**src/rtl/uart_packetizer.sv**
```systemverilog
// Frames a payload byte stream as header, length, payload, XOR checksum and
// buffers the framed bytes in a first-word-fall-through FIFO for uart_tx.
//
// state     | meaning
// ----------+--------------------------------------------------------------
// S_IDLE    | waiting for i_pkt_start; zero length flags o_len_error
// S_HEADER  | pushing HEADER_BYTE once the FIFO has room
// S_LENGTH  | pushing the latched length byte; checksum seeded with it
// S_PAYLOAD | accepting payload bytes until the remaining count runs out
// S_CHECKSUM| pushing the accumulated checksum, then back to idle
module uart_packetizer #(
  parameter int         FIFO_DEPTH  = 16,
  parameter logic [7:0] HEADER_BYTE = 8'hA5
) (
  input  logic       i_clk,
  input  logic       i_rst_n,
  input  logic       i_pkt_start,
  input  logic [7:0] i_pkt_len,
  input  logic [7:0] i_data_in,
  input  logic       i_data_valid,
  output logic       o_data_ready,
  output logic       o_pkt_busy,
  output logic       o_pkt_done,
  output logic       o_len_error,
  input  logic       i_fifo_read,
  output logic       o_fifo_empty,
  output logic       o_fifo_full,
  output logic [7:0] o_fifo_data_out
);

  localparam int AW = (FIFO_DEPTH > 2) ? $clog2(FIFO_DEPTH) : 1;
  localparam int CW = $clog2(FIFO_DEPTH + 1);
  localparam logic [CW-1:0] FULL_CNT = CW'(FIFO_DEPTH);

  typedef enum logic [2:0] {
    S_IDLE,
    S_HEADER,
    S_LENGTH,
    S_PAYLOAD,
    S_CHECKSUM
  } state_t;

  state_t          r_state;
  state_t          w_state_nxt;
  logic [7:0]      r_len;
  logic [7:0]      r_remaining;
  logic [7:0]      r_csum;
  logic            r_pkt_done;
  logic            r_len_error;
  logic [7:0]      r_mem [FIFO_DEPTH];
  logic [AW-1:0]   r_wr_ptr;
  logic [AW-1:0]   r_rd_ptr;
  logic [CW-1:0]   r_count;

  logic            w_full;
  logic            w_empty;
  logic            w_push;
  logic            w_pop;
  logic [7:0]      w_push_data;
  logic            w_data_ready;
  logic            w_accept;
  logic            w_len_err;
  logic            w_done;

  assign w_full  = (r_count == FULL_CNT);
  assign w_empty = (r_count == '0);
  assign w_pop   = i_fifo_read && !w_empty;

  always_ff @(posedge i_clk or negedge i_rst_n) begin
    if (!i_rst_n) r_state <= S_IDLE;
    else          r_state <= w_state_nxt;
  end

  always_comb begin
    w_state_nxt  = r_state;
    w_push       = 1'b0;
    w_push_data  = 8'h00;
    w_data_ready = 1'b0;
    w_accept     = 1'b0;
    w_len_err    = 1'b0;
    w_done       = 1'b0;
    case (r_state)
      S_IDLE: begin
        if (i_pkt_start) begin
          if (i_pkt_len != 8'd0) begin
            w_accept    = 1'b1;
            w_state_nxt = S_HEADER;
          end else begin
            w_len_err = 1'b1;
          end
        end
      end
      S_HEADER: begin
        if (!w_full) begin
          w_push      = 1'b1;
          w_push_data = HEADER_BYTE;
          w_state_nxt = S_LENGTH;
        end
      end
      S_LENGTH: begin
        if (!w_full) begin
          w_push      = 1'b1;
          w_push_data = r_len;
          w_state_nxt = S_PAYLOAD;
        end
      end
      S_PAYLOAD: begin
        w_data_ready = !w_full;
        if (i_data_valid && !w_full) begin
          w_push      = 1'b1;
          w_push_data = i_data_in;
          if (r_remaining == 8'd1) w_state_nxt = S_CHECKSUM;
        end
      end
      S_CHECKSUM: begin
        if (!w_full) begin
          w_push      = 1'b1;
          w_push_data = r_csum;
          w_done      = 1'b1;
          w_state_nxt = S_IDLE;
        end
      end
      default: w_state_nxt = S_IDLE;
    endcase
  end

  always_ff @(posedge i_clk or negedge i_rst_n) begin
    if (!i_rst_n) begin
      r_len       <= 8'd0;
      r_remaining <= 8'd0;
      r_csum      <= 8'd0;
      r_pkt_done  <= 1'b0;
      r_len_error <= 1'b0;
    end else begin
      r_pkt_done  <= w_done;
      r_len_error <= w_len_err;
      if (w_accept) begin
        r_len       <= i_pkt_len;
        r_remaining <= i_pkt_len;
      end
      if (w_push && r_state == S_LENGTH) r_csum <= r_len;
      if (w_push && r_state == S_PAYLOAD) begin
        r_csum      <= r_csum ^ i_data_in;
        r_remaining <= r_remaining - 8'd1;
      end
    end
  end

  // Storage is deliberately not reset; the pointers and count define validity.
  always_ff @(posedge i_clk) begin
    if (w_push) r_mem[r_wr_ptr] <= w_push_data;
  end

  always_ff @(posedge i_clk or negedge i_rst_n) begin
    if (!i_rst_n) begin
      r_wr_ptr <= '0;
      r_rd_ptr <= '0;
      r_count  <= '0;
    end else begin
      if (w_push) r_wr_ptr <= r_wr_ptr + AW'(1);
      if (w_pop)  r_rd_ptr <= r_rd_ptr + AW'(1);
      case ({w_push, w_pop})
        2'b10:   r_count <= r_count + CW'(1);
        2'b01:   r_count <= r_count - CW'(1);
        default: r_count <= r_count;
      endcase
    end
  end

  assign o_data_ready    = w_data_ready;
  assign o_pkt_busy      = (r_state != S_IDLE);
  assign o_pkt_done      = r_pkt_done;
  assign o_len_error     = r_len_error;
  assign o_fifo_empty    = w_empty;
  assign o_fifo_full     = w_full;
  assign o_fifo_data_out = r_mem[r_rd_ptr];

endmodule
```
**config.mk**
```make
export PLATFORM = sky130hd
export DESIGN_NAME = uart_packetizer
export DESIGN_NICKNAME = d
export VERILOG_FILES = /design/src/rtl/uart_packetizer.sv
export SDC_FILE = /design/constraint.sdc
export NUM_CORES = 1
export LEC_CHECK = 0
export CORE_UTILIZATION = 40
export CTS_BUF_LIST = sky130_fd_sc_hd__clkbuf_8
export DETAILED_ROUTE_END_ITERATION = 10
export HOLD_SLACK_MARGIN = 0.08
export SLEW_MARGIN = 20
export SYNTH_ARGS = -nofsm -noshare
export SYNTH_HDL_FRONTEND = slang
export SYNTH_SLANG_ARGS = --single-unit
```
**constraint.sdc**
```tcl
create_clock -name i_clk -period 2.7 [get_ports i_clk]
set_clock_uncertainty 0.2 [all_clocks]
set_input_delay 0.54 -clock i_clk [delete_from_list [all_inputs] [get_ports i_clk]]
set_output_delay 0.54 -clock i_clk [all_outputs]
set_load 0.1 [all_outputs]
```
# Word level (Yosys, flattened, before mapping)
# Memory sizes are Yosys's and may differ from the RTL's.
# Cells that the tools add are included.
[totals] regBits=42 ram_bits=128 inputBits=21 output_inout_bits=14 elab_cells=77 n_memories=1
[mem_list] memory="r_mem" depth=16 width=8 read_ports=1 rd_ports_with_merged_regs=0 write_ports=1 line="50" rtl="logic [7:0] r_mem [FIFO_DEPTH];"
[classes] add_sub_neg=5 eq_ne=15 n_mux=31 bitwise=1 n_reduce_logical=15
[op_table] op="$mux W8" n=8
[op_table] op="$pmux W8 S4" n=1
[op_table] op="$mux W3" n=7
[op_table] op="$pmux W3 S5" n=1
[op_table] op="$ne A2 B2 Y1 const B" n=7
[op_table] op="$mux W1" n=12
[op_table] op="$pmux W5 S2" n=1
[op_table] op="$add A4 B1 Y4 const B" n=2
[op_table] op="$eq A8 B1 Y1 const B" n=1
[op_table] op="$reduce_bool A8 Y1" n=1
[op_table] op="$sub A8 B1 Y8 const B" n=1
[op_table] op="$xor A8 B8 Y8" n=1
[op_table] op="$reduce_and A7 Y1" n=1
[op_table] op="$eq A3 B2 Y1 const B" n=2
[op_table] op="$reduce_bool A2 Y1" n=3
[op_table] op="$add A5 B1 Y5 const B" n=1
[op_table] op="$eq A5 B5 Y1 const B" n=1
[op_table] op="$logic_not A5 Y1" n=1
[op_table] op="$sub A5 B1 Y5 const B" n=1
[op_table] op="$logic_and A1 B1 Y1" n=4
[op_table] op="$eq A3 B1 Y1 const B" n=1
[op_table] op="$eq A3 B3 Y1 const B" n=1
[op_table] op="$logic_not A3 Y1" n=1
[op_table] op="$reduce_bool A3 Y1" n=1
[op_table] op="5 further kinds" n=6

# Depth between registers and ports, before layout
[depth] word_depth=8 depth_mapped=11 depth_no_buf=10

# Worst setup path before layout
# No wires, ideal clock.
[synth_timing] path_kind="reg-to-reg" startpoint="reg r_count[0]" endpoint="reg r_count[4]" setup_ns=0.134 arrival_time_ns=2.477 required_ns=2.366 setup_slack_ns=-0.111 path_stages_with_launch=11 n_path_buf=0 period_less_slack_ns=2.811 path_cell_list="dfrtp_1 nor4_4 a221oi_2 and2_4 inv_2 ha_1 ha_1 a21o_1 a21oi_1 mux2i_1 xnor2_1"
[synth_between] elab_chain_cells=7 elab_cells_between_ends=15 cone_classes="2 x add/sub; 3 x eq/ne; 4 x mux; 6 x reduce/logical"
[synth_lines] element="start: declaration" line="53" rtl="logic [CW-1:0] r_count;"
[synth_lines] element="start signal: assignment" line="163" rtl="2'b10: r_count <= r_count + CW'(1);"
[synth_lines] element="start signal: assignment" line="164" rtl="2'b01: r_count <= r_count - CW'(1);"
[synth_lines] element="start signal: assignment" line="165" rtl="default: r_count <= r_count;"
[synth_lines] element="$eq A5 B5 Y1" line="65" rtl="assign w_full = (r_count == FULL_CNT);"
[synth_lines] element="$logic_not A1 Y1"
[synth_lines] element="$logic_and A1 B1 Y1" line="109" rtl="if (i_data_valid && !w_full) begin"
[synth_lines] element="$mux W1" line="109"
[synth_lines] element="$pmux W1 S2" line="82" rtl="case (r_state)"
[synth_lines] element="$eq A2 B1 Y1 or $eq A2 B2 Y1 (tied branches)" line="162" rtl="case ({w_push, w_pop})"
[synth_lines] element="$pmux W5 S2 or $reduce_bool A2 Y1 (tied branches)"
# Several ways; a longest one is shown, not always the timed one.
# A chain may end at the register's enable or synchronous reset.

# Final worst setup path
[layout_timing] startpoint="reg r_rd_ptr[0]" endpoint="out o_fifo_data_out[1]"
[layout_between] elab_chain_cells=1
[layout_lines] element="start: declaration" line="52" rtl="logic [AW-1:0] r_rd_ptr;"
[layout_lines] element="start signal: assignment" line="161" rtl="if (w_pop) r_rd_ptr <= r_rd_ptr + AW'(1);"
[layout_lines] element="$mem_v2 Z16 W8"
[layout_lines] element="end: declaration" line="28" rtl="output logic [7:0] o_fifo_data_out"
# No other way between the ends.

==> metrics.txt <==
Final setup viols=8; crit-path cells=buf_6 -> mux4_1 -> mux4_2 -> buf_12; Worst setup SP type=register; average wire per standard cell=slightly above 20 um; final design utilization=roughly 51%; slew margin rel.=a little under half; Syn Area/Cell=16.4 um^2; final hold vios=0; synthesized area=roughly 7600 um^2; grt met3 use=under 10%; type of the tightest min-delay check=reg2reg; detailed-route wire length=16500 um; CP max stage delay=roughly 0.57 ns; Req. time, crit path=approximately 2 ns; n_diodes=0; Synth Flop Type=edfxtp_1; clock-pin slew on the worst setup and hold paths=0.08 ns; CTS buffer count=17; layout cells sized above 1=about a third; Initial Util=41.5%; Hold WS=about 0.31 ns; Slew Limit Fails=0; Leakage=3.46 nW; DRC=0; register area share after synthesis=64.6%; Crit-path slowest cell=mux4_1; unrepaired setup endpoints after global routing=yes; WS Path Type=reg2out; Layout Cells excl Fill=between 800 and 900; Filler Cell Count=1526; failing checks=setup timing; fin crit period=between 3 and 4 ns; Final Cycle Share=116%; Synthesis Warnings=0; Critical Path Fanout Max=6; GR peak layer=met2; gpl congestion=roughly 0.78; Final nets=approximately 600; met2 GRT Util=roughly 30%; Max H-tree Level=4; CP endpoint kind=primary output; Max Root-Sink Buffers=2; post-route ant nets=0; multi-input logic area=roughly 2500 um^2; vias in the first global route=~4700; aggregate negative setup slack=-3.28 ns; M1 GR Usage=24.1%; Post-synth EDFFs=~130; std cell rows=49; Clock Root Buffer=clkbuf_8; clk_lat worst skew=between 0.4 and 0.5 ns; Syn Nets=496; Detailed Route Iter0 Violations=350; Cell Area, Placed=~8700 um^2; total track usage=~18%; Area growth, synth to finish=22.4%; Worst Path Arrival=2.38 ns; CTS tree=built; core area=18300 um^2; post-synthesis cell count=463; sequential cell area=4900 um^2; first-pass detailed-route iteration total=5; fmax=between 300 and 400 MHz; first-pass GRT wire length=~26000 um; routed vias=4520; Worst IR Drop VDD=between 0.4 and 0.5 mV; die area=between 15000 and 20000 um^2; DP HPWL=roughly 11000 um; placed cell count=around 770; DIE WIDTH=~140 um; Power Density=1200 nW/um^2; Worst-Margin Slew=between 0.7 and 0.8 ns; final worst setup slack=-0.425 ns; Synth Register Bits=170; vias per inst=about 5.6; initial antenna violation count=0; outcome=finished with violations; largest net degree at the start of global routing=36; Post-Layout Inst Area=slightly above 9000 um^2; max-cap violations=0; IO Port Bufs=34; Die H=about 140 um; clock tree sinks=170; Ports=35; Synth async-reset ratio=between 20% and 30%; Overflow after GRT=0; distinct cell type count after synthesis=60
## registers in the layout, indices dropped and copies added, names as in the netlist, 3 cells and up
signal       flops
r_count          5
r_csum           8
r_len            8
r_mem          128
r_rd_ptr         4
r_remaining      8
r_state          3
r_wr_ptr         4
## cells by family (layout without fill, tap and decap cells)
family | Yosys count | after routing | synth area share [%]
buf+inv | 46 | 160 | 3.27
mux | 48 | 48 | 13.8
xor+xnor | 10 | 10 | 1.16
fa+ha+maj | 12 | 12 | 2.08
compound gates | 77 | 77 | 7.28
flops | 170 | 170 | 64.6
simple gates | 100 | 100 | 7.87
## metal layers
layer	up-vias	share of wire (%)
met1	2352	45
li1	2053	-
met3	16	2.9
met4	0	1.4
met5	-	0
met2	99	51
## cell usage after synthesis (2+ instances only)
cell / instances / share of area (%)
edfxtp_1: 128 / 51
dfrtp_1: 42 / 14
nand2_1: 33 / 1.6
mux4_2: 24 / 7.1
inv_1: 17 / 0.84
mux4_1: 16 / 5.5
a21oi_1: 13 / 0.86
nor2_1: 12 / 0.59
ha_1: 11 / 1.8
buf_6: 9 / 1.3
o21ai_0: 9 / 0.59
a31oi_1: 8 / 0.66
and4b_1: 8 / 1.1
nor2b_1: 8 / 0.66
o22a_1: 8 / 0.92
xnor2_1: 8 / 0.92
clkbuf_1: 7 / 0.35
buf_2: 6 / 0.40
mux2i_1: 6 / 0.79
a22oi_1: 5 / 0.50
buf_1: 5 / 0.25
nand4_1: 5 / 0.41
nor4b_1: 5 / 0.58
o21a_1: 5 / 0.50
o22ai_1: 5 / 0.41
a222oi_1: 4 / 0.53
and4_1: 4 / 0.46
nand3_1: 4 / 0.26
a21o_1: 3 / 0.30
nor3_1: 3 / 0.20
nor4_1: 3 / 0.25
or3_1: 3 / 0.25
a211oi_1: 2 / 0.20
and3_1: 2 / 0.17
inv_2: 2 / 0.099
mux2_2: 2 / 0.30
o21ai_1: 2 / 0.13
o221a_2: 2 / 0.30
or3b_2: 2 / 0.23
xor2_1: 2 / 0.23
## worst paths after layout
kind | from | endpoint | slack (ns) | cells after the start
max in group asynchronous | i_rst_n | r_rd_ptr[0]$_DFFE_PN0P_ | 1.28 | 3
hold reg to reg | r_len[2]$_DFFE_PN0P_ | r_len[2]$_DFFE_PN0P_ | 0.31 | 2
setup reg to reg | r_count[2]$_DFFE_PN0P_ | r_count[3]$_DFFE_PN0P_ | 0.11 | 12
hold / removal | r_len[2]$_DFFE_PN0P_ | r_len[2]$_DFFE_PN0P_ | 0.31 | 2
setup / recovery | r_rd_ptr[0]$_DFFE_PN0P_ | o_fifo_data_out[1] | -0.42 | 4
min in group asynchronous | i_rst_n | r_remaining[4]$_DFFE_PN0P_ | 0.42 | 2
## worst max-delay path: cells and delay by family (launching register included)
kind | cells | cell delay, ns
mux | 2 | 1.09
flops | 1 | 0.48
buf+inv | 2 | 0.37
## stage by stage
step / total power, mW / setup slack, ns
finish: 11.1 / -0.425
global route: 11.7 / -0.496
CTS: 11.2 / -0.471
detailed placement: 9.12 / -0.344
global placement: 8.96 / -0.363
floorplan: 7.26 / -0.0296
## where the power goes
group	internal (mW)	switching (mW)
Clock	0.937	0.933
Combinational	2.37	2.93
Sequential	3.54	0.424
## cells in the final DEF, fill, tap and decap left out, types with 7 or more instances in the layout
cell type,Yosys,layout
dfrtp_1,42,39
mux4_2,24,35
inv_1,17,14
clkdlybuf4s50_1,0,19
buf_12,0,19
ha_1,11,10
nor2_1,12,11
and4b_1,8,8
buf_4,0,65
edfxtp_1,128,128
nand2_1,33,32
clkbuf_8,0,21
o21ai_0,9,9
xnor2_1,8,8
o22a_1,8,8
a21oi_1,13,10
nor2b_1,8,7
a31oi_1,8,8
## area by class of cell
type | instances | area share [%]
flip-flops and latches | 170 | 52.8
multi-input cells | 247 | 26.7
repair buffers | 109 | 12.1
clock buffers | 21 | 3.11
well taps | 229 | 3.09
clock inverters | 11 | 1.40
inverters | 19 | 0.795
## repair_timing
action | 4_1_cts | 5_1_grt
pin swaps | 1 | 5
hold buffers | 1 | 0
setup buffers | 6 | 2
gates cloned | 1 | 0
resized for setup | 11 | 23
setup endpoints to repair | 10 | 92
endpoints found under the hold margin | 24 | 0
Power figures use the tool's default switching activity.
